### config.mk
export PLATFORM = sky130hd
export DESIGN_NAME = instr_fetch_queue
export DESIGN_NICKNAME = d
export VERILOG_FILES = /design/src/rtl/instr_fetch_queue_pkg.sv /design/src/rtl/instr_fetch_queue_fetch_fifo.sv /design/src/rtl/instr_fetch_queue.sv
export SDC_FILE = /design/constraint.sdc
export NUM_CORES = 1
export LEC_CHECK = 0
export BUFFER_PORTS_ARGS = -buffer_cell sky130_fd_sc_hd__buf_4
export CORE_ASPECT_RATIO = 0.8
export CORE_UTILIZATION = 53
export CTS_CLUSTER_DIAMETER = 50
export CTS_CLUSTER_SIZE = 20
export DETAILED_ROUTE_END_ITERATION = 8
export GPL_TIMING_DRIVEN = 1
export PLACE_DENSITY = 0.77
export SYNTH_ARGS = -nofsm -noshare
export SYNTH_HDL_FRONTEND = slang
export SYNTH_SLANG_ARGS = --single-unit
### constraint.sdc
create_clock -name i_clk -period 2.5 [get_ports i_clk]
set_input_delay 0.625 -clock i_clk [delete_from_list [all_inputs] [get_ports i_clk]]
set_output_delay 0.625 -clock i_clk [all_outputs]
set_load 0.02 [all_outputs]
### src/rtl/instr_fetch_queue_pkg.sv
// Shared types and constants for the instruction fetch stage.
// Words are assembled big-endian: the byte at the word address lands in bits 31:24.
package instr_fetch_queue_pkg;

  localparam int INSTR_W  = 32;
  localparam int OPCODE_W = 6;

  typedef enum logic [1:0] {
    ST_IDLE = 2'd0,
    ST_REQ  = 2'd1,
    ST_PUSH = 2'd2
  } fetch_state_e;

  // Older bytes move toward the MSBs as each new byte arrives.
  function automatic logic [23:0] shift_in_byte(input logic [23:0] acc, input logic [7:0] b);
    return {acc[15:0], b};
  endfunction

endpackage

### src/rtl/instr_fetch_queue_fetch_fifo.sv
// Small synchronous prefetch FIFO holding {instruction, pc} entries.
// Flush has priority over push and pop; pop of an empty FIFO is ignored.
module fetch_fifo
  import instr_fetch_queue_pkg::*;
#(
  parameter int WIDTH = INSTR_W + 8,
  parameter int DEPTH = 4
) (
  input  logic                         i_clk,
  input  logic                         i_rst_n,
  input  logic                         i_flush,
  input  logic                         i_push,
  input  logic [WIDTH-1:0]             i_push_data,
  input  logic                         i_pop,
  output logic [WIDTH-1:0]             o_head_data,
  output logic                         o_empty,
  output logic [$clog2(DEPTH+1)-1:0]   o_count
);

  localparam int PTR_W = $clog2(DEPTH);
  localparam int CNT_W = $clog2(DEPTH+1);

  logic [WIDTH-1:0] r_mem [DEPTH];
  logic [PTR_W-1:0] r_wr_ptr;
  logic [PTR_W-1:0] r_rd_ptr;
  logic [CNT_W-1:0] r_count;
  logic             w_full;
  logic             w_empty;
  logic             w_do_push;
  logic             w_do_pop;

  assign w_empty   = (r_count == '0);
  assign w_full    = (r_count == CNT_W'(DEPTH));
  assign w_do_push = i_push & ~w_full & ~i_flush;
  assign w_do_pop  = i_pop & ~w_empty & ~i_flush;

  // Pointers wrap naturally because DEPTH is a power of two.
  always_ff @(posedge i_clk or negedge i_rst_n) begin
    if (!i_rst_n) begin
      r_wr_ptr <= '0;
      r_rd_ptr <= '0;
      r_count  <= '0;
    end else if (i_flush) begin
      r_wr_ptr <= '0;
      r_rd_ptr <= '0;
      r_count  <= '0;
    end else begin
      if (w_do_push) r_wr_ptr <= r_wr_ptr + 1'b1;
      if (w_do_pop)  r_rd_ptr <= r_rd_ptr + 1'b1;
      case ({w_do_push, w_do_pop})
        2'b10:   r_count <= r_count + 1'b1;
        2'b01:   r_count <= r_count - 1'b1;
        default: r_count <= r_count;
      endcase
    end
  end

  always_ff @(posedge i_clk) begin
    if (w_do_push) r_mem[r_wr_ptr] <= i_push_data;
  end

  assign o_head_data = r_mem[r_rd_ptr];
  assign o_empty     = w_empty;
  assign o_count     = r_count;

endmodule

### src/rtl/instr_fetch_queue.sv
// Fetch stage: reads four bytes per instruction from byte-wide memory, assembles
// a big-endian word and queues it with its pc; redirect flushes and restarts fetch.
module instr_fetch_queue
  import instr_fetch_queue_pkg::*;
#(
  parameter int                ADDR_W   = 8,
  parameter int                DEPTH    = 4,
  parameter logic [ADDR_W-1:0] RESET_PC = '0
) (
  input  logic                         i_clk,
  input  logic                         i_rst_n,
  output logic                         o_mem_rd_en,
  output logic [ADDR_W-1:0]            o_mem_addr,
  input  logic [7:0]                   i_mem_rd_data,
  input  logic                         i_redirect,
  input  logic [ADDR_W-1:0]            i_redirect_pc,
  output logic                         o_instr_valid,
  input  logic                         i_instr_ready,
  output logic [INSTR_W-1:0]           o_instr,
  output logic [ADDR_W-1:0]            o_instr_pc,
  output logic [OPCODE_W-1:0]          o_opcode,
  output logic [$clog2(DEPTH+1)-1:0]   o_count
);

  localparam int CNT_W   = $clog2(DEPTH+1);
  localparam int ENTRY_W = INSTR_W + ADDR_W;

  fetch_state_e       r_state;
  fetch_state_e       w_state_next;
  logic [1:0]         r_bcnt;
  logic [1:0]         w_bcnt_next;
  logic [23:0]        r_asm;
  logic [23:0]        w_asm_next;
  logic [ADDR_W-1:0]  r_fetch_pc;
  logic [ADDR_W-1:0]  w_fetch_pc_next;
  logic               w_rd_en;
  logic               w_push;
  logic               w_pop;
  logic               w_valid;
  logic               w_fifo_empty;
  logic [CNT_W-1:0]   w_count;
  logic [CNT_W:0]     w_count_after_push;
  logic [ENTRY_W-1:0] w_push_entry;
  logic [ENTRY_W-1:0] w_head_entry;

  assign w_valid            = ~w_fifo_empty;
  assign w_pop              = w_valid & i_instr_ready;
  assign w_push             = (r_state == ST_PUSH) & ~i_redirect;
  assign w_push_entry       = {r_asm, i_mem_rd_data, r_fetch_pc};
  assign w_count_after_push = {1'b0, w_count} + (CNT_W+1)'(1) - (CNT_W+1)'(w_pop);

  fetch_fifo #(
    .WIDTH (ENTRY_W),
    .DEPTH (DEPTH)
  ) u_fetch_fifo (
    .i_clk       (i_clk),
    .i_rst_n     (i_rst_n),
    .i_flush     (i_redirect),
    .i_push      (w_push),
    .i_push_data (w_push_entry),
    .i_pop       (w_pop),
    .o_head_data (w_head_entry),
    .o_empty     (w_fifo_empty),
    .o_count     (w_count)
  );

  always_comb begin
    w_state_next    = r_state;
    w_bcnt_next     = r_bcnt;
    w_asm_next      = r_asm;
    w_fetch_pc_next = r_fetch_pc;
    w_rd_en         = 1'b0;
    case (r_state)
      ST_IDLE: begin
        if (w_count < CNT_W'(DEPTH)) w_state_next = ST_REQ;
      end
      ST_REQ: begin
        w_rd_en     = 1'b1;
        w_bcnt_next = r_bcnt + 2'd1;
        // Data for the previous issue arrives now; bcnt 0 has nothing returning yet.
        if (r_bcnt != 2'd0) w_asm_next = shift_in_byte(r_asm, i_mem_rd_data);
        if (r_bcnt == 2'd3) w_state_next = ST_PUSH;
      end
      ST_PUSH: begin
        w_asm_next      = '0;
        w_fetch_pc_next = r_fetch_pc + ADDR_W'(4);
        w_state_next    = (w_count_after_push < (CNT_W+1)'(DEPTH)) ? ST_REQ : ST_IDLE;
      end
      default: w_state_next = ST_IDLE;
    endcase
    if (i_redirect) begin
      w_state_next    = ST_IDLE;
      w_bcnt_next     = 2'd0;
      w_asm_next      = '0;
      w_fetch_pc_next = {i_redirect_pc[ADDR_W-1:2], 2'b00};
    end
  end

  always_ff @(posedge i_clk or negedge i_rst_n) begin
    if (!i_rst_n) begin
      r_state    <= ST_IDLE;
      r_bcnt     <= 2'd0;
      r_asm      <= '0;
      r_fetch_pc <= RESET_PC;
    end else begin
      r_state    <= w_state_next;
      r_bcnt     <= w_bcnt_next;
      r_asm      <= w_asm_next;
      r_fetch_pc <= w_fetch_pc_next;
    end
  end

  assign o_mem_rd_en   = w_rd_en;
  assign o_mem_addr    = r_fetch_pc + ADDR_W'(r_bcnt);
  assign o_instr_valid = w_valid;
  assign o_instr       = w_valid ? w_head_entry[ENTRY_W-1 -: INSTR_W] : '0;
  assign o_instr_pc    = w_valid ? w_head_entry[ADDR_W-1:0] : '0;
  assign o_opcode      = o_instr[INSTR_W-1 -: OPCODE_W];
  assign o_count       = w_count;

endmodule

# Word-level counts from Yosys, hierarchy flattened

Memories as Yosys holds them, arrays and structs flattened.
Index checks and enable logic that the tools add are counted.

Logic and storage cells: 71
Flip-flop bits (word level): 43
Memories: 1
Bits in writable memories: 160
Input bits: 20

Memories:

| name               | words | width | read ports | clocked after Yosys merged registers in | wr ports | line                               | RTL |
|---|---|---|---|---|---|---|---|
| u_fetch_fifo.r_mem | 4     | 40    | 1          | 0                                       | 1        | instr_fetch_queue_fetch_fifo.sv:23 | `logic [WIDTH-1:0] r_mem [DEPTH];` |

$add $sub $neg: 9
Equal/unequal tests: 9
Bitwise logic cells: 9
Mux-type cells: 23
Reduce and logical (&&, ||, !) cells: 11
Magnitude comparators: 2

Operators with widths:

| cell                | count |
|---|---|
| $mux 24             | 2 |
| $pmux 24 s2         | 1 |
| $mux 32             | 1 |
| $mux 8              | 3 |
| $mux 2              | 9 |
| $reduce_bool 2->1   | 5 |
| $ne 3x3->1 const B  | 3 |
| $add 8x2->8         | 1 |
| $add 8x3->8 const B | 1 |
| $add 2x1->2 const B | 3 |
| $and 1x1->1         | 6 |
| $eq 2x2->1 const B  | 3 |
| $pmux 2 s3          | 1 |
| $pmux 3 s2          | 1 |
| $reduce_bool 3->1   | 2 |
| $add 3x1->4 const B | 1 |
| $eq 2x1->1 const B  | 2 |
| $lt 4x3->1 const B  | 1 |
| $mux 1              | 4 |
| $reduce_and 2->1    | 2 |
| $sub 4x1->4         | 1 |
| $add 3x1->3 const B | 1 |
| $eq 3x3->1 const B  | 1 |
| $logic_not 3->1     | 1 |
| other kinds (5)     | 7 |

# Depth between registers and ports, before layout

Gate-level depths: netlist of the first run.

Depth after elaboration: 8
Depth in mapped cells: 8
Depth with buffers taken out: 7

# Hierarchy

From an unflattened synthesis of the first run, not the netlist that was laid out.

Cell total of the unflattened synthesis: 458
Area total of the unflattened synthesis: 8,236.6 um^2

Modules (own cells, without submodules):

| module            | sequential area each (um^2) | area an instance (um^2) | cells an instance | instances |
|---|---|---|---|---|
| fetch_fifo        | 4,979.8                     | 6,353.6                 | 274               | 1 |
| instr_fetch_queue | 850.8                       | 1,883.1                 | 184               | 1 |

# Worst setup path before layout of the first run

Ideal clock, no wire load.

Kind: register -> register
Start point: register u_fetch_fifo.r_count[2], in the netlist u_fetch_fifo.o_count[2]
End point: memory u_fetch_fifo.r_mem[0][10] in the netlist's numbering (enable)
Data arrival time: 2.100 ns
Required time: 2.101 ns
Period minus slack after synthesis: 2.499 ns
Setup slack: 0.001 ns
Stages on the path, launching flop included: 5
Cell sequence: dfrtp_1 > nor3b_1 > nor3_1 > buf_2 > and2_1

Cells in the longest elaborated chain, start to end: 6

Ends and longest elaborated chain:

| item                         | line                               | RTL |
|---|---|---|
| from (decl)                  | instr_fetch_queue_fetch_fifo.sv:26 | `logic [CNT_W-1:0] r_count;` |
| from (signal assigned)       | instr_fetch_queue_fetch_fifo.sv:51 | `2'b10: r_count <= r_count + 1'b1;` |
| from (signal assigned)       | instr_fetch_queue_fetch_fifo.sv:52 | `2'b01: r_count <= r_count - 1'b1;` |
| from (signal assigned)       | instr_fetch_queue_fetch_fifo.sv:53 | `default: r_count <= r_count;` |
| $eq 3x3->1                   | instr_fetch_queue_fetch_fifo.sv:33 | `assign w_full = (r_count == CNT_W'(DEPTH));` |
| $not 1->1                    | instr_fetch_queue_fetch_fifo.sv:34 | `assign w_do_push = i_push & ~w_full & ~i_flush;` |
| $and 1x1->1 (2 in series)    | instr_fetch_queue_fetch_fifo.sv:34 |  |
| $mux 1                       | instr_fetch_queue_fetch_fifo.sv:59 | `if (w_do_push) r_mem[r_wr_ptr] <= i_push_data;` |
| $mux 1 (not written as such) | instr_fetch_queue_fetch_fifo.sv:59 |  |
| to (decl)                    | instr_fetch_queue_fetch_fifo.sv:23 |  |

No other way between the ends.

# Worst setup path after layout of the first run

Start point: register u_fetch_fifo.r_rd_ptr[0]
End point: output o_instr[14]

Cells in the longest elaborated chain, start to end: 2

Ends and longest elaborated chain:

| item                   | line                               | RTL |
|---|---|---|
| from (decl)            | instr_fetch_queue_fetch_fifo.sv:25 | `logic [PTR_W-1:0] r_rd_ptr;` |
| from (signal assigned) | instr_fetch_queue_fetch_fifo.sv:49 | `if (w_do_pop) r_rd_ptr <= r_rd_ptr + 1'b1;` |
| $mem_v2 4x40           | --                                 |  |
| $mux 32                | instr_fetch_queue.sv:116           | `assign o_instr = w_valid ? w_head_entry[ENTRY_W-1 -: INSTR_W] : '0;` |
| to (decl)              | instr_fetch_queue.sv:19            | `output logic [INSTR_W-1:0] o_instr,` |

No other way between the ends.

==> reports/qor.yml, run 1 <==
run_status:
  status: "finished, violations left"
  violations: "setup timing"
job:
  maxCapViolCount: 0
routing:
  num_vias: 3893
  wl_um: 14790
  wl_per_cell_um: 21.59
  drt_iter0_markers: 304
  drcViolationCount: 0
  final_antenna_net_count: 0
  vias_per_cell: 5.683
  drt_pass1_iterations: 4
logic_synthesis:
  syn_area_per_cell_um2: 18.61
  netlist_instances: 412
  ys_ff_latch: 193
  yosysUniqueCellTypes: 38
  yosys-top-cells-area: "edfxtp_1, dfrtp_1, mux4_2, and2_1, a22o_1"
  ys_seq_area_share_pct: 72.92
  synth_top_area_cell: "edfxtp_1"
  synth_warnings: 0
  yosysTopAreaCellShare_pct: 59.54
  syn_area_um2: 7666
finish:
  diodes: 0
  drive_gt1_share_pct: 40.99
  final_cell_mix: "edfxtp_1, buf_4, dfrtp_1"
  fin_util_pct: 67.82
  area_delta_synth_final_pct: 22.39
  layout.nets: 520
  final_common_cell: "edfxtp_1"
clock_network:
  cts_tree: "built"
  clkSlewWorstSetupHoldPaths_ns: 0.07
  cts_made_buffers: 17
  cts.path.max_buffers: 2
  numClockSinks: 193
  clkLatencyLatePin_ns: 0.43
  cts_hold_buf: 0
  h-tree-depth: 4
  cts-root-buf: "clkbuf_16"
power_and_ir_drop:
  cellLeakagePower_nw: 3.573
  max-vdd-ir-drop_mv: 0.5904
  powerDensity_nw_per_um2: 830.9
timing:
  fmax_mhz: 388.4
  min_period_over_period_pct: 103.0
  slew_headroom_pct: 61.43
  finalHoldViolCount: 0
  grt_setup_unrepaired: "true"
  fin_skew_ns: 0.008758
  drv_slew: 0
  finalSetupViolations: 44
  worst_pin_slew_ns: 0.5786
  worst_slack_ns: -0.07469
  finalCriticalPeriod_ns: 2.575
global_routing:
  antenna_found_initial: 0
  overflow: 0
  grt_pass1_wl_um: 22760
  gr-usage-all-layers_pct: 21.59
  grt_pass1_vias: 4102
  grt_max_degree: 43
placed_design:
  dp_hpwl_um: 8185
  port_buffers: 74
  routabilityCongestion: 0.7309
  place_ws_ns: 0.2804
floorplan:
  pin_count: 79
  start_util_pct: 55.41
  coreArea_um2: 13840
  die_w_um: 136.5
  die_h_um: 109.6
  die_area_um2: 14950
  rows: 38
setup_path:
  critPathKind: "reg2out"
  end_kind: "output pin"
  worstPathRequired_ns: 1.88
  worstPathArrival_ns: 1.95
  critPathLaunchType: "flip-flop"
  crit_fanout: 22
min_path:
  hold_class: "in2async"
## flip-flops by register name, summed over array words and instances (netlist names)
name and cells:
u_fetch_fifo.r_mem 152, r_asm 24, r_fetch_pc 6, u_fetch_fifo.o_count 3, r_bcnt 2, r_state 2, u_fetch_fifo.r_rd_ptr 2, u_fetch_fifo.r_wr_ptr 2
## logic make-up (layout without fill, tap and decap cells)
kind of cell	after synthesis	count (layout)	share of synthesized area, %
DFF	193	193	72.92
adders and majority gates	8	8	1.404
and+or+nand+nor	81	81	6.023
other	1	2	0.04892
xor gates and xnor gates	9	9	1.028
AOI/OAI and AO/OA	34	34	3.836
buffers and inverters	42	134	2.693
muxes	44	44	12.04
## per-stage QoR
step,std cells,hold slack (ns),cell area (um2),setup TNS (ns),power (mW)
floorplan,413,0.3294,7670,0,4.433
global placement,647,0.4993,8482,0,4.872
detailed placement,647,0.5049,8482,0,4.897
CTS,682,0.2016,9256,-3.283,7.761
global route,685,0.2318,9383,-5.109,8.064
finish,685,0.1867,9383,-2.256,7.796
## metal layers
| layer | wire, um | GRT usage, % | vias to the layer above |
|---|---|---|---|
| met1 | 6540 | 29.23 | 2031 |
| met4 | 189 | 8.492 | 0 |
| li1 | - | - | 1736 |
| met2 | 7519 | 35.13 | 110 |
| met3 | 536 | 4.103 | 16 |
| met5 | 0 | 0 | - |
## final timing paths
check | end | start | slack, ns | cells past startpoint
min in group i_clk | u_fetch_fifo.r_mem[2][15] | i_mem_rd_data[7] | 0.41 | 1
hold / removal | u_fetch_fifo.o_count[0] | i_rst_n | 0.19 | 1
setup reg to reg | u_fetch_fifo.o_count[2] | u_fetch_fifo.o_count[1] | 0.22 | 7
hold reg to reg | u_fetch_fifo.r_mem[0][39] | r_asm[23] | 0.54 | 0
max in group asynchronous | u_fetch_fifo.r_rd_ptr[0] | i_rst_n | 1.89 | 1
setup / recovery | o_instr[14] | u_fetch_fifo.r_rd_ptr[0] | -0.07 | 4
## timing repair
action                     CTS  global route
hold endpoints to repair     0             0
gates resized for setup     46            26
setup endpoints to repair   44            44
buffers inserted             2             2
cloned                       1             2
## area by class of cell
cell class	instances	area [um2]
clock buffer	19	452.9
clock inverter	13	141.4
fill	890	4453
inverter	5	18.77
multi-input combinational	178	1961
sequential	193	5593
tap	180	225.2
timing repair buffer	97	991.0
## synthesized netlist by cell type (all sizes together)
master	n
nand2	10
o21ai	6
conb	1
or2b	1
nand4	2
and3	1
mux2	3
inv	5
a22o	24
dfrtp	41
nand2b	3
mux2i	3
xnor2	2
and4b	1
edfxtp	152
nor3b	2
a2bb2oi	1
and2	42
ha	7
nor3	4
fa	1
clkbuf	17
buf	20
nand3b	1
nand3	1
a2111oi	1
or3	1
nor2b	3
mux4	38
xor2	7
nor2	9
o31ai	1
o32a	1
## power by group
group | internal [mW] | switching [mW]
Clock | 1.47 | 1.21
Combinational | 0.793 | 0.747
Sequential | 3.51 | 0.0703
## critical path: stages, from the launching register on
cell	delay, ns
dfrtp_2	0.42
buf_12	0.23
mux4_2	0.55
and2_4	0.18
buf_6	0.12
No activity file was read; power rests on OpenSTA's default activity.
==> inputs of run 2 (changes only) <==
Settings changed: CORE_UTILIZATION 53 to 58, PLACE_DENSITY 0.77 to 0.8.
Clock period 2.5 ns to 2.65 ns, I/O delays scaled along.
==> reports/qor.yml, run 2 (synthesized netlist as in run 1, its figures left out) <==
run_status:
  status: "finished, final reports clean"
routing:
  vias_per_cell: 5.823
  final_antenna_net_count: 0
  drcViolationCount: 0
  drt_iter0_markers: 399
  wl_um: 14640
  wl_per_cell_um: 21.40
  num_vias: 3983
  drt_pass1_iterations: 6
finish:
  postLayoutCellArea_um2: 9364
  diodes: 0
  area_delta_synth_final_pct: 22.15
  layout.nets: 524
  final_common_cell: "edfxtp_1"
  final_cell_mix: "edfxtp_1, buf_4, dfrtp_1"
  largest_reg_flops: 152
  regMostFlops: "u_fetch_fifo.r_mem"
  drive_gt1_share_pct: 38.51
  fin_util_pct: 72.76
  fin_cells: 684
  top_regs: "u_fetch_fifo.r_mem: 152 flops, r_asm: 24 flops, r_fetch_pc: 6 flops"
setup_path:
  worstPathRequired_ns: 1.99
  r2r-end: "u_fetch_fifo.o_count[2]"
  timing.rr.start: "u_fetch_fifo.o_count[1]"
  reg2reg_slack_ns: 0.39
  critPathKind: "reg2out"
  critPathLaunchType: "flip-flop"
  r2r_cells: 7
  end_kind: "output pin"
  worstPathArrival_ns: 1.96
  crit_fanout: 6
floorplan:
  start_util_pct: 59.57
  die_area_um2: 13680
  coreArea_um2: 12870
  die_w_um: 130.5
  rows: 37
  pin_count: 79
  die_h_um: 104.8
timing:
  min_period_over_period_pct: 99.13
  finalHoldViolCount: 0
  fin_skew_ns: 0.01037
  fmax_mhz: 380.7
  worst_pin_slew_ns: 0.5870
  drv_slew: 0
  whs_ns: 0.2267
  finalCriticalPeriod_ns: 2.627
  slew_headroom_pct: 60.86
  grt_setup_unrepaired: "true"
  finalSetupTns_ns: 0
  finalSetupViolations: 0
  worst_slack_ns: 0.02315
global_routing:
  overflow: 0
  grt_pass1_vias: 3915
  grt_pass1_wl_um: 21570
  antenna_found_initial: 0
  grt_max_degree: 42
  gr-usage-all-layers_pct: 22.53
power_and_ir_drop:
  max-vdd-ir-drop_mv: 0.4961
  powerDensity_nw_per_um2: 809.8
  finalPower_mw: 7.583
  cellLeakagePower_nw: 3.582
job:
  maxCapViolCount: 0
placed_design:
  dp.cells: 640
  routabilityCongestion: 0.7376
  place_ws_ns: 0.3114
  port_buffers: 74
  dpl_cell_area_um2: 8436
  dp_hpwl_um: 8092
clock_network:
  h-tree-depth: 4
  cts-root-buf: "clkbuf_16"
  clkLatencyLatePin_ns: 0.43
  clkSlewWorstSetupHoldPaths_ns: 0.07
  cts.path.max_buffers: 2
  cts_made_buffers: 17
  numClockSinks: 193
  cts_tree: "built"
min_path:
  hold_class: "in2async"
==> run 2: changes by cell type in the layout (fill, tap and decap cells not counted), moves of 11 or more <==
cell    before  now
buf_6       34   20
and2_4      29   18
and2_1       9   20
buf_4       53   71
==> run 2: critical path, cell delays in order (launching register included) <==
cell,delay (ns)
dfrtp_2,0.42
buf_6,0.14
buf_12,0.14
mux4_2,0.55
and2_4,0.17
buf_6,0.12
==> run 2: cell type report <==
class,count,area (um2)
Sequential cell,193,5592
Fill cell,769,3506
Multi-Input combinational cell,178,1933
Timing Repair Buffer,101,963.4
Clock buffer,21,450.4
Tap cell,175,219.0
Clock inverter,11,187.7
Inverter,5,18.77
==> run 2: routing by layer <==
| metal | GRT usage, % | up-vias | part of all wire [%] |
|---|---|---|---|
| met5 | 0 | - | 0 |
| met4 | 9.278 | 0 | 0.96 |
| met3 | 4.967 | 10 | 6.0 |
| met2 | 33.90 | 166 | 50 |
| met1 | 32.29 | 2053 | 43 |
| li1 | - | 1754 | - |
==> run 2: timing repair <==
item / CTS / global route
hold buffers: 0 / 0
setup endpoints to repair: 22 / 40
gates cloned: 0 / 3
pin swaps: 1 / 0
hold endpoints to repair: 0 / 0
setup buffers: 0 / 9
resized for setup: 3 / 41
==> run 2: report_power, final <==
group          switching, mW  internal (mW)
registers             0.0744           3.31
logic                  0.708          0.741
clock network           1.06           1.69
total                   1.84           5.74
==> run 2: how the worst max path moves through the flow <==
stage / cells past startpoint / from / endpoint / slack [ns]
after CTS: 4 / u_fetch_fifo.r_rd_ptr[0] / o_instr[23] / -0.004
after global placement: 4 / u_fetch_fifo.r_rd_ptr[0] / o_instr[22] / 0.35
after floorplan: 4 / u_fetch_fifo.o_count[2] / u_fetch_fifo.r_mem[0][10] / 0.15
final: 5 / u_fetch_fifo.r_rd_ptr[0] / o_instr[23] / 0.02
after global routing: 5 / u_fetch_fifo.r_rd_ptr[0] / o_instr[23] / -0.04
after detailed placement: 7 / i_redirect / u_fetch_fifo.o_count[2] / 0.31
